`src/rtl/up_control.sv`:
```
// Instruction sequencer for the nibble-instruction microprocessor.
// Decodes FSM state, ir and z into datapath selects and write strobes.
module up_control (
  input  logic       clk,
  input  logic       nRst,
  input  logic [3:0] ir,
  input  logic       z,
  input  logic       hold,
  output logic [4:0] op,
  output logic       ir_we,
  output logic       pc_we,
  output logic [2:0] rb_sel_in,
  output logic       rb_we,
  output logic       sp_we,
  output logic       adr_we,
  output logic       mem_we,
  output logic       halted
);

  typedef enum logic [2:0] {
    FETCH_A, FETCH_D, EX0, EX1, EX2, EX3, HALT
  } state_t;

  localparam logic [3:0] OP_LD1  = 4'h5;
  localparam logic [3:0] OP_LD2  = 4'h6;
  localparam logic [3:0] OP_ST   = 4'h7;
  localparam logic [3:0] OP_CPY  = 4'h8;
  localparam logic [3:0] OP_HALT = 4'h9;
  localparam logic [3:0] OP_PUSH = 4'hA;
  localparam logic [3:0] OP_POP  = 4'hB;
  localparam logic [3:0] OP_JMP  = 4'hC;
  localparam logic [3:0] OP_BEQ  = 4'hD;
  localparam logic [3:0] OP_CALL = 4'hE;
  localparam logic [3:0] OP_RET  = 4'hF;

  state_t state_q, state_d;
  logic ir_we_raw, pc_we_raw, rb_we_raw, sp_we_raw, adr_we_raw, mem_we_raw;

  // State register; hold freezes the sequence in place.
  always_ff @(posedge clk or negedge nRst) begin
    if (!nRst)      state_q <= FETCH_A;
    else if (!hold) state_q <= state_d;
  end

  // Next state: instruction length depends on the opcode in ir.
  always_comb begin
    state_d = FETCH_A;
    case (state_q)
      FETCH_A: state_d = FETCH_D;
      FETCH_D: state_d = EX0;
      EX0: begin
        case (ir)
          OP_HALT:                                 state_d = HALT;
          OP_LD1, OP_LD2, OP_ST, OP_PUSH, OP_POP,
          OP_CALL, OP_RET:                         state_d = EX1;
          default:                                 state_d = FETCH_A;
        endcase
      end
      EX1:     state_d = (ir == OP_PUSH || ir == OP_POP || ir == OP_CALL || ir == OP_RET)
                         ? EX2 : FETCH_A;
      EX2:     state_d = (ir == OP_CALL) ? EX3 : FETCH_A;
      EX3:     state_d = FETCH_A;
      HALT:    state_d = HALT;
      default: state_d = FETCH_A;
    endcase
  end

  // Output decode, before the hold gating of the write enables.
  always_comb begin
    op         = 5'b11111;
    rb_sel_in  = 3'b000;
    ir_we_raw  = 1'b0;
    pc_we_raw  = 1'b0;
    rb_we_raw  = 1'b0;
    sp_we_raw  = 1'b0;
    adr_we_raw = 1'b0;
    mem_we_raw = 1'b0;
    case (state_q)
      FETCH_A: begin op = 5'b10100; adr_we_raw = 1'b1; end
      FETCH_D: begin op = 5'b10101; ir_we_raw = 1'b1; pc_we_raw = 1'b1; end
      EX0: begin
        case (ir)
          4'h1, 4'h2, 4'h3, 4'h4: begin
            op = {1'b0, ir - 4'd1}; rb_we_raw = 1'b1; rb_sel_in = 3'b111;
          end
          OP_LD1, OP_LD2, OP_ST: begin op = 5'b10110; adr_we_raw = 1'b1; end
          OP_CPY:  begin op = 5'b10110; rb_we_raw = 1'b1; rb_sel_in = 3'b101; end
          OP_PUSH, OP_CALL: begin op = 5'b11001; adr_we_raw = 1'b1; end
          OP_POP, OP_RET:   begin op = 5'b10111; sp_we_raw = 1'b1; end
          OP_JMP:  begin op = 5'b10110; pc_we_raw = 1'b1; end
          OP_BEQ: begin
            if (z) begin op = 5'b10110; pc_we_raw = 1'b1; end
          end
          default: ;
        endcase
      end
      EX1: begin
        case (ir)
          OP_LD1:  begin rb_we_raw = 1'b1; rb_sel_in = 3'b001; end
          OP_LD2:  begin rb_we_raw = 1'b1; rb_sel_in = 3'b010; end
          OP_ST, OP_PUSH: begin op = 5'b11100; mem_we_raw = 1'b1; end
          OP_POP, OP_RET: begin op = 5'b11001; adr_we_raw = 1'b1; end
          OP_CALL: begin op = 5'b11011; mem_we_raw = 1'b1; end
          default: ;
        endcase
      end
      EX2: begin
        case (ir)
          OP_PUSH, OP_CALL: begin op = 5'b11010; sp_we_raw = 1'b1; end
          OP_POP:  begin rb_we_raw = 1'b1; rb_sel_in = 3'b010; end
          OP_RET:  pc_we_raw = 1'b1;
          default: ;
        endcase
      end
      EX3: begin
        if (ir == OP_CALL) begin op = 5'b10110; pc_we_raw = 1'b1; end
      end
      default: ;
    endcase
  end

  assign ir_we  = ir_we_raw  & ~hold;
  assign pc_we  = pc_we_raw  & ~hold;
  assign rb_we  = rb_we_raw  & ~hold;
  assign sp_we  = sp_we_raw  & ~hold;
  assign adr_we = adr_we_raw & ~hold;
  assign mem_we = mem_we_raw & ~hold;
  assign halted = (state_q == HALT);

endmodule

```
`config.mk`:
```
export PLATFORM = sky130hd
export DESIGN_NAME = up_control
export DESIGN_NICKNAME = d
export VERILOG_FILES = /design/src/rtl/up_control.sv
export SDC_FILE = /design/constraint.sdc
export NUM_CORES = 1
export LEC_CHECK = 0
export ABC_AREA = 0
export BUFFER_PORTS_ARGS = -buffer_cell sky130_fd_sc_hd__buf_4
export CORE_MARGIN = 1.5
export CORE_UTILIZATION = 56
export CTS_CLUSTER_SIZE = 24
export DETAILED_ROUTE_END_ITERATION = 10
export PLACE_DENSITY_LB_ADDON = 0.08
export SLEW_MARGIN = 0
export SYNTH_ARGS = -nofsm -noshare
export SYNTH_HDL_FRONTEND = slang
export SYNTH_SLANG_ARGS = --single-unit
```
`constraint.sdc`:
```
create_clock -name clk -period 4.1 [get_ports clk]
set_input_delay 0.82 -clock clk [delete_from_list [all_inputs] [get_ports clk]]
set_output_delay 0.82 -clock clk [all_outputs]
set_load 0.01 [all_outputs]
```
==> results of run 1 <==
## stage by stage
step                      utilization [%]  hold slack (ns)
after detailed placement             66.7            0.610
after global routing                 68.5            0.366
after floorplan                         -            0.524
final                                68.5            0.369
after global placement               66.7            0.609
after CTS                            68.5            0.364
## routing by layer
layer | global-route usage [%] | up-vias | wire (um)
li1 | - | 522 | -
met1 | 36.0 | 455 | 1080
met2 | 40.0 | 32 | 993
met3 | 2.55 | 6 | 100
met4 | 11.3 | 0 | 46
met5 | 0 | - | 0
## layout make-up
class                           count  area share, %
Multi-Input combinational cell    110           69.3
Timing Repair Buffer               22           16.2
Sequential cell                     3           7.36
Clock buffer                        4           2.58
Inverter                            7           2.58
Tap cell                           16           1.96
## cells in the mapped netlist, drive strengths merged, types with 2 or more instances
master	n	area, um2
nor2	13	48.8
a21oi	12	60.1
nand2	12	45.0
o21ai	12	60.1
buf	11	66.3
inv	7	26.3
ha	5	62.6
nor3	5	25.0
nand2b	4	25.0
clkbuf	3	11.3
dfrtp	3	75.1
nand4	3	18.8
nor2b	3	18.8
nor4	3	18.8
o211ai	3	22.5
or2	3	18.8
a21boi	2	15.0
mux2i	2	20.0
nand3	2	10.0
o41ai	2	17.5
## worst paths after layout
check	startpoint	endpoint	slack (ns)	depth (start not counted)
min	nRst	state_q[0]	0.37	1
max	ir[0]	op[1]	0.78	8
min reg2reg	state_q[0]	state_q[0]	0.73	2
max in group asynchronous	nRst	state_q[2]	3.64	1
min in group clk	state_q[0]	state_q[0]	0.73	2
max reg2reg	state_q[1]	state_q[2]	2.37	4
## kinds of logic (layout without fill, tap and decap cells)
kind of cell	count (synthesis)	count (layout)	synth area share (%)
AND/OR/NAND/NOR	56	56	34.2
AO/OA/AOI/OAI	45	45	34.0
buffers and inverters	21	33	11.7
adder cells (fa/ha/maj)	5	5	7.06
multiplexers	3	3	3.53
flip-flops	3	3	8.47
XOR/XNOR	1	1	0.989
## power groups by stage
stage | registers (W) | clock network (W) | logic [W]
detailed placement | 0.0000793 | 0 | 0.000250
finish | 0.0000812 | 0.0000514 | 0.000251
global route | 0.0000837 | 0.0000536 | 0.000278
global placement | 0.0000790 | 0 | 0.000247
floorplan | 0.0000453 | 0 | 0.000203
CTS | 0.0000792 | 0.0000530 | 0.000252
## worst max-delay path: stages
cell and delay (ns):
buf_4 0.10, inv_1 0.06, ha_1 0.39, or3_4 0.47, o22a_1 0.20, o221ai_2 0.17, o2111ai_1 0.12, buf_4 0.16
==> flow_summary.ini, run 1 <==
[sta]
fin_ws_ns = 0.780
period_minus_slack_ns = 3.32
tns_ns = 0
timing.final.hold_violations = 0
grt_setup_unrepaired = false
skew_ns = 0.00155
post-route-period-util_pct = 81.0
fmaxAchievable_mhz = 301
drv_slew = 0
relSlewSlack_pct = 63.8
setup_violations = 0
worst_pin_slew_ns = 0.542

[clocking]
clock_sinks = 3
insertion_delay_ns = 0.23
cts_root_buffer = clkbuf_4
clockBufferDepth = 2
cts_tree = yes
ctsHoldBuffers = 0
cts_resized = 0
post_cts_buffers = 0
path_clk_slew_ns = 0.04
htree_levels = 1
cts_buffers = 3

[synthesis]
ys_ff_latch = 3
syn_avg_cell_area_um2 = 6.61
synth-main-ff-cell = dfrtp_1
synth-edff-count = 0
seq_area_frac_synth_pct = 8.47
syn_nets = 147
synthDistinctLibCells = 49
synthesis.area_um2 = 886
synthArstFlopShare_pct = 100
yosys_warnings = 0
netlist_instances = 134

[pwr]
switching_share_pct = 49.1
p_sw_w = 0.000188
ir_drop_mv = 0.170
power_w = 0.000384
p_leak_nw = 0.430
power-per-cell-area_nw_per_um2 = 376
p_int_w = 0.000195
combPwrFrac_pct = 65.5
p_clk_share_pct = 13.4
seqPwrFrac_pct = 21.1

[die]
die_h_um = 42.8
die_x_um = 42.8
coreArea_um2 = 1490
start_util_pct = 59.5
die_area_um2 = 1830
ios = 23
rows = 14

[placement]
gp_congestion = 0.913
pre_cts_ws_ns = 0.778
hpwl_mm = 1.57
io_buffers = 22
place_inst = 158
postPlaceCellArea_um2 = 993

[cells_and_area]
final.fill_count = 138
final_cells = 162
reg.largest.list = state_q: 3 flops
area_delta_synth_final_pct = 15.1
regMostFlops = state_q
fin_area_um2 = 1020
multi_input_area_um2 = 707
diodes = 0
seqCellArea_um2 = 75.1
final_common_cell = buf_4
final_cell_mix = 22 x buf_4, 13 x nor2_1, 12 x nand2_1, 12 x a21oi_1, 9 x o21ai_0
nets = 160
largest_reg_flops = 3
drive_gt1_share_pct = 22.6

[setup_path]
cp-start-kind = input port
crit_path_end_kind = primary output
crit_type = in2out
cp_max_fo = 17
cp.required_ns = 3.28
critPathArrivalTime_ns = 2.50

[grt]
overflow = 0
grt_pass1_wl_mm = 3.73
track_usage_pct = 25.9
grt_pass1_vias = 865
grt_max_degree = 28
antenna_found_initial = 0

[run_status]
status = complete, no violations

[detailed_routing]
vias = 1015
wirelength_mm = 2.22
route.detailed.drc = 0
via_per_inst = 6.27
dr.pass1.iters = 4
drtIter0Drc = 42
wl_per_cell_um = 13.7
ant_nets = 0

[worst_hold_path]
hold_class = in2async

[run]
max_cap_violations = 0
Note: power is estimated with default switching activity, not from simulation.
==> run 2: changes to the inputs <==
CORE_UTILIZATION = 47   (was 56)
clock period = 2.7 ns   (was 4.1 ns; I/O delays follow)
==> flow_summary.ini, run 2 (same netlist as run 1, synthesis figures left out) <==
[sta]
fmaxAchievable_mhz = 392
worst_pin_slew_ns = 0.447
drv_slew = 0
post-route-period-util_pct = 94.4
skew_ns = 0.000177
tns_ns = 0
setup_violations = 0
timing.final.hold_violations = 0
grt_setup_unrepaired = false
relSlewSlack_pct = 70.2
fin_ws_ns = 0.151
period_minus_slack_ns = 2.55

[die]
die_area_um2 = 2150
rows = 15
die_h_um = 46.4
die_x_um = 46.4
ios = 23
start_util_pct = 50.8
coreArea_um2 = 1750

[placement]
pre_cts_ws_ns = 0.134
hpwl_mm = 1.81
gp_congestion = 0.844
io_buffers = 22
postPlaceCellArea_um2 = 1060

[detailed_routing]
drtIter0Drc = 36
ant_nets = 0
wl_per_cell_um = 14.0
vias = 1076
wirelength_mm = 2.50
dr.pass1.iters = 4
route.detailed.drc = 0
via_per_inst = 6.04

[clocking]
cts_resized = 0
cts_tree = yes
path_clk_slew_ns = 0.04
cts_buffers = 3
cts_root_buffer = clkbuf_4
ctsHoldBuffers = 0
htree_levels = 1
insertion_delay_ns = 0.23
clock_sinks = 3
post_cts_buffers = 0
clockBufferDepth = 2

[cells_and_area]
drive_gt1_share_pct = 29.4
final_common_cell = buf_4
largest_reg_flops = 3
regMostFlops = state_q
area_delta_synth_final_pct = 25.0
final_cell_mix = 29 x buf_4, 13 x nor2_1, 12 x nand2_1, 12 x a21oi_1, 9 x o21ai_0
post-route-util_pct = 63.4
nets = 167
diodes = 0
reg.largest.list = state_q: 3 flops
fin_area_um2 = 1110

[setup_path]
cp_max_fo = 5
timing.rr.start = state_q[0]
cp-start-kind = input port
cp_cell_sequence = buf_4 -> inv_1 -> ha_2 -> or3_4 -> o22a_1 -> o221ai_2 -> o2111ai_1 -> buf_4
r2r-end = state_q[2]
critPathMaxStageDelay_ns = 0.42
cpMostUsedCell = buf_4
r2r_setup_slack_ns = 1.09
critPathArrivalTime_ns = 2.01
cp_slowest_cell = or3_4
crit_type = in2out
crit_path_end_kind = primary output
worstRegToRegCells = 4
cp.required_ns = 2.16

[run_status]
status = complete, no violations

[pwr]
p_leak_nw = 0.470
power-per-cell-area_nw_per_um2 = 548
power_w = 0.000606
ir_drop_mv = 0.320

[worst_hold_path]
hold_class = in2async

[grt]
overflow = 0
grt_pass1_vias = 903
grt_max_degree = 25
track_usage_pct = 25.0
grt_pass1_wl_mm = 3.98
antenna_found_initial = 0

[run]
max_cap_violations = 0
==> run 2: changes by cell type in the layout (fill, tap and decap cells not counted), sizes merged <==
cell,delta
buf,+7
==> run 2: per-stage QoR <==
stage,hold slack [ns],cells
after global placement,0.329,174
final,0.0854,178
after detailed placement,0.329,174
after floorplan,0.244,134
after global routing,0.0778,178
after CTS,0.0850,178
==> run 2: critical path: cells and delay by family <==
kind | cells | cell delay, ns
AO/OA/AOI/OAI | 3 | 0.51
AND/OR/NAND/NOR | 1 | 0.42
buffers and inverters | 3 | 0.34
adder cells (fa/ha/maj) | 1 | 0.20
==> run 2: how the worst max path moves through the flow <==
stage / from / to / slack [ns] / depth (start not counted)
2_1_floorplan: ir[0] / op[1] / 0.33 / 7
3_3_place_gp: ir[0] / op[1] / 0.17 / 8
3_5_place_dp: ir[1] / op[1] / 0.13 / 8
4_1_cts: ir[1] / op[1] / 0.13 / 8
5_1_grt: ir[1] / op[1] / 0.03 / 8
6_report: ir[1] / op[1] / 0.15 / 8
==> run 2: layout make-up <==
type                       count  area (um2)
multi-input combinational    110         731
fill                         173         638
timing repair buffer          29         218
sequential                     3        75.1
tap                           25        31.3
clock buffer                   4        26.3
inverter                       7        26.3
==> run 2: metal layers <==
metal | vias up | wire length (um) | GRT usage, %
li1 | 532 | - | -
met1 | 500 | 1180 | 33.7
met2 | 42 | 1190 | 40.8
met3 | 2 | 116 | 3.14
met4 | 0 | 9 | 7.43
met5 | - | 0 | 0
==> run 2: report_power, final <==
part / internal, W / total (W) / switching [W]
sequential: 0.0000597 / 0.000113 / 0.0000538
clock: 0.0000555 / 0.0000797 / 0.0000243
combinational: 0.000198 / 0.000413 / 0.000215
